==> src/rtl/booth_recoder_seq.sv <==
// booth_recoder_seq: sequential radix-4 Booth recoder streaming one select code per group over valid/ready
module booth_recoder_seq #(
  parameter int WIDTH = 16
) (
  input  logic                               clk,
  input  logic                               rst,
  input  logic                               start,
  input  logic [WIDTH-1:0]                   mplr,
  output logic                               busy,
  output logic                               sel_valid,
  input  logic                               sel_ready,
  output logic [2:0]                         sel_out,
  output logic [$clog2(WIDTH/2)-1:0]         grp_idx,
  output logic                               last,
  output logic                               done
);
  localparam int NGRP = WIDTH / 2;
  localparam int GW = $clog2(NGRP);
  typedef enum logic [1:0] {IDLE, SCAN, DONE} state_t;
  state_t state_q, state_d;
  logic [WIDTH:0] sreg_q, sreg_d;
  logic [GW-1:0] cnt_q, cnt_d;
  logic [2:0] code;
  assign busy = state_q != IDLE;
  assign sel_valid = state_q == SCAN;
  assign done = state_q == DONE;
  assign grp_idx = cnt_q;
  assign last = sel_valid && cnt_q == GW'(NGRP - 1);
  assign code = 3'd3 + 3'(sreg_q[1]) + 3'(sreg_q[0]) - {1'b0, sreg_q[2], 1'b0};
  assign sel_out = sel_valid ? code : 3'd3;
  always_comb begin
    state_d = state_q;
    sreg_d = sreg_q;
    cnt_d = cnt_q;
    if (state_q == IDLE && start) begin
      state_d = SCAN;
      sreg_d = {mplr, 1'b0};
      cnt_d = '0;
    end else if (state_q == SCAN && sel_ready) begin
      sreg_d = sreg_q >> 2;
      cnt_d = last ? '0 : cnt_q + 1'b1;
      state_d = last ? DONE : SCAN;
    end else if (state_q == DONE) begin
      state_d = IDLE;
    end
  end
  always_ff @(posedge clk) begin
    if (rst) begin
      state_q <= IDLE;
      sreg_q <= '0;
      cnt_q <= '0;
    end else begin
      state_q <= state_d;
      sreg_q <= sreg_d;
      cnt_q <= cnt_d;
    end
  end
endmodule

==> config.mk <==
export PLATFORM = sky130hd
export DESIGN_NAME = booth_recoder_seq
export DESIGN_NICKNAME = d
export VERILOG_FILES = /design/src/rtl/booth_recoder_seq.sv
export SDC_FILE = /design/constraint.sdc
export NUM_CORES = 1
export LEC_CHECK = 0
export CORE_UTILIZATION = 60
export CTS_CLUSTER_SIZE = 25
export DETAILED_ROUTE_END_ITERATION = 16
export DONT_BUFFER_PORTS = 1
export PLACE_DENSITY = 0.73
export SLEW_MARGIN = 25
export SYNTH_ARGS = -nofsm -noshare
export SYNTH_HDL_FRONTEND = slang
export SYNTH_SLANG_ARGS = --single-unit
==> constraint.sdc <==
create_clock -name clk -period 1.6 [get_ports clk]
set_input_delay 0.48 -clock clk [delete_from_list [all_inputs] [get_ports clk]]
set_output_delay 0.48 -clock clk [all_outputs]
set_load 0.01 [all_outputs]
Word level (Yosys, flattened, before mapping) --
Cells that the tools add are included.
Storage, ports and cells: output and inout bits 10, input port bits 20, bits in registers 22
Cells by class: add/subtract/negate cells 4, reduce and logical (&&, ||, !) cells 9, muxes and demuxes 8, eq/ne operators 3
Operator list (number):
- $mux 17 | 2
- $mux 2 | 3
- $mux 3 | 2
- $reduce_bool 2->1 | 3
- $add 2x1->3 const A | 1
- $add 3x1->3 | 1
- $add 3x1->3 const B | 1
- $eq 3x3->1 const B | 1
- $logic_and 1x1->1 | 3
- $reduce_bool 3->1 | 1
- $sub 3x2->3 | 1
- $eq 2x1->1 const B | 1
- $eq 2x2->1 const B | 1
- $logic_not 2->1 | 1
- $reduce_or 2->1 | 1
- $mux 1 | 1

Depth between registers and ports, before layout --
word-level depth 5, mapped depth 6, gate-level depth less buffers 5

Worst setup path after synthesis --
Ideal clock, no wire load.
path kind reg2out, start point register state_q[0], end point output last, arrival time 0.968 ns, cell stages (with the launch flop) 4, path slack 0.152 ns, cells stage by stage dfxtp_1 > buf_6 > nor2b_1 > and2_1
Between the ends: word-level cells in the longest chain between the ends 2
Ends and longest elaborated chain:
- from (decl) | RTL line 20 | state_t state_q, state_d;
- from (signal assigned) | RTL line 53 | state_q <= state_d;
- $eq 2x1->1 | RTL line 25 | assign sel_valid = state_q == SCAN;
- net sel_valid | RTL line 10 | output logic sel_valid,
- $logic_and 1x1->1 | RTL line 28 | assign last = sel_valid && cnt_q == GW'(NGRP - 1);
- to (decl) | RTL line 14 | output logic last,
The timed path passes the listed nets, and every way through them passes these cells.

Final worst setup path --
start point register sreg_q[1], end point output sel_out[1]
Between the ends: word-level cells in the longest chain between the ends 4
Ends and longest elaborated chain:
- from (decl) | RTL line 21 | logic [WIDTH:0] sreg_q, sreg_d;
- from (signal assigned) | RTL line 54 | sreg_q <= sreg_d;
- $add 2x1->3 | RTL line 29 | assign code = 3'd3 + 3'(sreg_q[1]) + 3'(sreg_q[0]) - {1'b0, sreg_q[2], 1'b0};
- $add 3x1->3 | RTL line 29
- $sub 3x2->3 | RTL line 29
- $mux 3 | RTL line 30 | assign sel_out = sel_valid ? code : 3'd3;
- to (decl) | RTL line 12 | output logic [2:0] sel_out,
Every way passes these cells.

==> out/metrics.yaml <==
final_layout:
  diodes: 0
  fin_area_sq_mm: 0.00131
  drive_above_1_share: 0.471
  synthToLayoutAreaGrowth_pct: 13.9
  multi_input_area_sq_um: 676
  fillers: 146
  seq_area_sq_um: 449
  layout_commonest_cell: "dfxtp_1"
  stdcell_count: 146
  layout_common_cells: "dfxtp_1, a22oi_1, buf_4, nand3_2, a21oi_2"
  nets: 146
floorplan:
  rows: 15
  die_h_um: 45.8
  die_x_um: 45.8
  ioPinCount: 30
  start_util: 0.651
  dieArea_sq_mm: 0.00209
  core_sq_mm: 0.00176
sta:
  holdWs_ns: 0.203
  setup_slack_ns: -0.136
  max_slew.worst_pin.slew_ns: 0.229
  maxSlewHeadroom: 0.847
  fin_crit_sh: 1.08
  skew_ns: 0.00168
  fmax_mhz: 576
  hold_viol: 0
  fin_tns_setup_ns: -0.212
  period_needed_ns: 1.74
  setup_viol: 3
  drv_slew: 0
  rsz0062_at_grt: "true"
grt:
  grt_pass1_wl_um: 3760
  antenna_found_initial: 0
  grt_use_total: 0.260
  grt_pass1_vias: 821
  grt_max_degree: 23
  grt_overflow: 0
power:
  p_seq_frac: 0.494
  netSwitchingFraction: 0.245
  ir_drop_mv: 0.637
  p_sw_uw: 299
  intPower_uw: 919
  combPwrFrac: 0.151
  power_density_mw_per_mm2: 931
  clkPwrFrac: 0.354
  cellLeakagePower_uw: 0.000466
worst_setup_path:
  worstPathCellList: "inv_2, ha_4, inv_4, ha_4, nand2b_4"
  path_buf_inv: 2
  path_delay_family: "adder cells"
  cp_common_cell: "ha_4"
  cpPeakStageDelay_ns: 0.34
  end_kind: "primary output"
  crit_required_ns: 1.12
  arrival_ns: 1.26
  start_kind: "flip-flop"
  path_class: "flip-flop to primary output"
  crit_fanout: 2
  cp_slowest_cell: "dfxtp_2"
flow_run:
  drv_cap: 0
placed_design:
  dp.cells: 139
  dpl_cell_area_sq_mm: 0.00115
  portBuffers: 0
  place_congestion: 0.733
  dpl.hpwl_um: 1480
route:
  wirelength_um: 2370
  ant_nets: 0
  via_per_inst: 5.89
  wl_per_cell_um: 16.2
  first_iter_violations: 16
  dr.pass1.iters: 4
  drcViolationCount: 0
  vias: 860
synthesis:
  synth_xor_area_frac: 0
  synthTopCellsByArea: "dfxtp_1, nand3_2, a21oi_2"
  synth_seq_cells: 22
  synth_compound_area_frac: 0.222
  async_flop_share: 0
  synth_warnings: 0
  synth-seq-area-share: 0.383
  yosysTopAreaCell: "dfxtp_1"
  ys.flop_type: "dfxtp_1"
  synth.area.mux_share: 0.0174
  synth_top_area_frac: 0.383
  synthAdderAreaFrac: 0.0436
  synth_cell_type_count: 30
  synth_top_family_by_area: "simple AND/OR/NAND/NOR gates"
  syn_area_per_cell_sq_um: 9.90
  synth_edf_count: 0
  synth-simple-area-share: 0.244
  syn_nets: 140
  syn_inst: 116
  synth_area_sq_mm: 0.00115
clock_network:
  htree_levels: 1
  cts.sinks: 22
  insertion_delay_ns: 0.32
  cts_made_buffers: 3
  clk_path_buf_depth: 2
  cts_tree: "yes"
  root_buffer: "clkbuf_4"
  hold_buffers: 0
  clkTransAtPathRegs_ns: 0.12
outcome:
  violations: "negative setup slack"
  status: "finished, violations left"
hold_path:
  min_path_type: "input port to flip-flop"
[state kept, by name, summed over array words and instances, names as in the netlist]
| register | cells |
|---|---|
| state_q | 2 |
| sreg_q | 17 |
| grp_idx | 3 |
[logic make-up after synthesis]
kind of cell               after synthesis
adders and majority gates                4
muxes                                    2
DFF                                     22
buffers and inverters                   14
and+or+nand+nor                         40
AOI/OAI and AO/OA                       34
[cell usage after synthesis, drive strengths merged (2+ instances only)]
| master | count |
|---|---|
| ha | 4 |
| a22oi | 11 |
| a21oi | 17 |
| inv | 4 |
| nand2 | 8 |
| a211oi | 6 |
| buf | 8 |
| nand3 | 13 |
| mux2i | 2 |
| dfxtp | 22 |
| nand3b | 2 |
| clkbuf | 2 |
| nor2 | 4 |
| nor3b | 2 |
| nor3 | 2 |
| and2 | 2 |
[power groups by stage]
stage	Sequential (uW)	Combinational [uW]	Clock (uW)
after floorplan	608	155	0
after global placement	611	154	0
after detailed placement	612	159	0
after CTS	602	181	438
after global routing	606	202	456
final	602	184	432
[repair_timing]
item,CTS,global route
setup buffers,3,0
endpoints found under the setup margin,5,6
hold endpoints to repair,0,0
gates resized for setup,19,4
cloned,0,0
pin swaps,2,1
[per-stage QoR]
step | setup slack [ns] | utilization | total power (uW)
after global placement | 0.168 | 0.653 | 765
final | -0.136 | 0.742 | 1220
after detailed placement | 0.0988 | 0.653 | 771
after global routing | -0.188 | 0.742 | 1260
after CTS | -0.157 | 0.738 | 1220
after floorplan | 0.152 | - | 762
[worst paths after layout]
kind / startpoint / endpoint / slack, ns / cells after the start
worst max register to register: grp_idx[1] / grp_idx[0] / 0.14 / 5
worst min-delay path: rst / sreg_q[1] / 0.20 / 1
worst min register to register: sreg_q[15] / sreg_q[15] / 0.46 / 2
worst max-delay path: sreg_q[1] / sel_out[1] / -0.14 / 5
[final cells by class]
cell class / instances / share of cell area
Sequential cell: 22 / 0.343
Clock buffer: 3 / 0.0172
Tap cell: 25 / 0.0239
Inverter: 4 / 0.0134
Timing Repair Buffer: 11 / 0.0631
Multi-Input combinational cell: 80 / 0.516
Clock inverter: 1 / 0.0229
[worst reg2reg max path: cells and delay by family, from the launching register on]
kind                     cells  cell delay [ns]
flip-flops                   1             0.36
AO/OA/AOI/OAI                1             0.22
buffers and inverters        1             0.14
AND/OR/NAND/NOR              1             0.33
adder cells (fa/ha/maj)      2             0.32
[layer usage]
metal  share of wire  global-route usage
met1            0.45               0.314
met2            0.48               0.429
met3           0.043              0.0437
met4           0.023               0.159
met5               0                   0
Power figures use the tool's default switching activity.
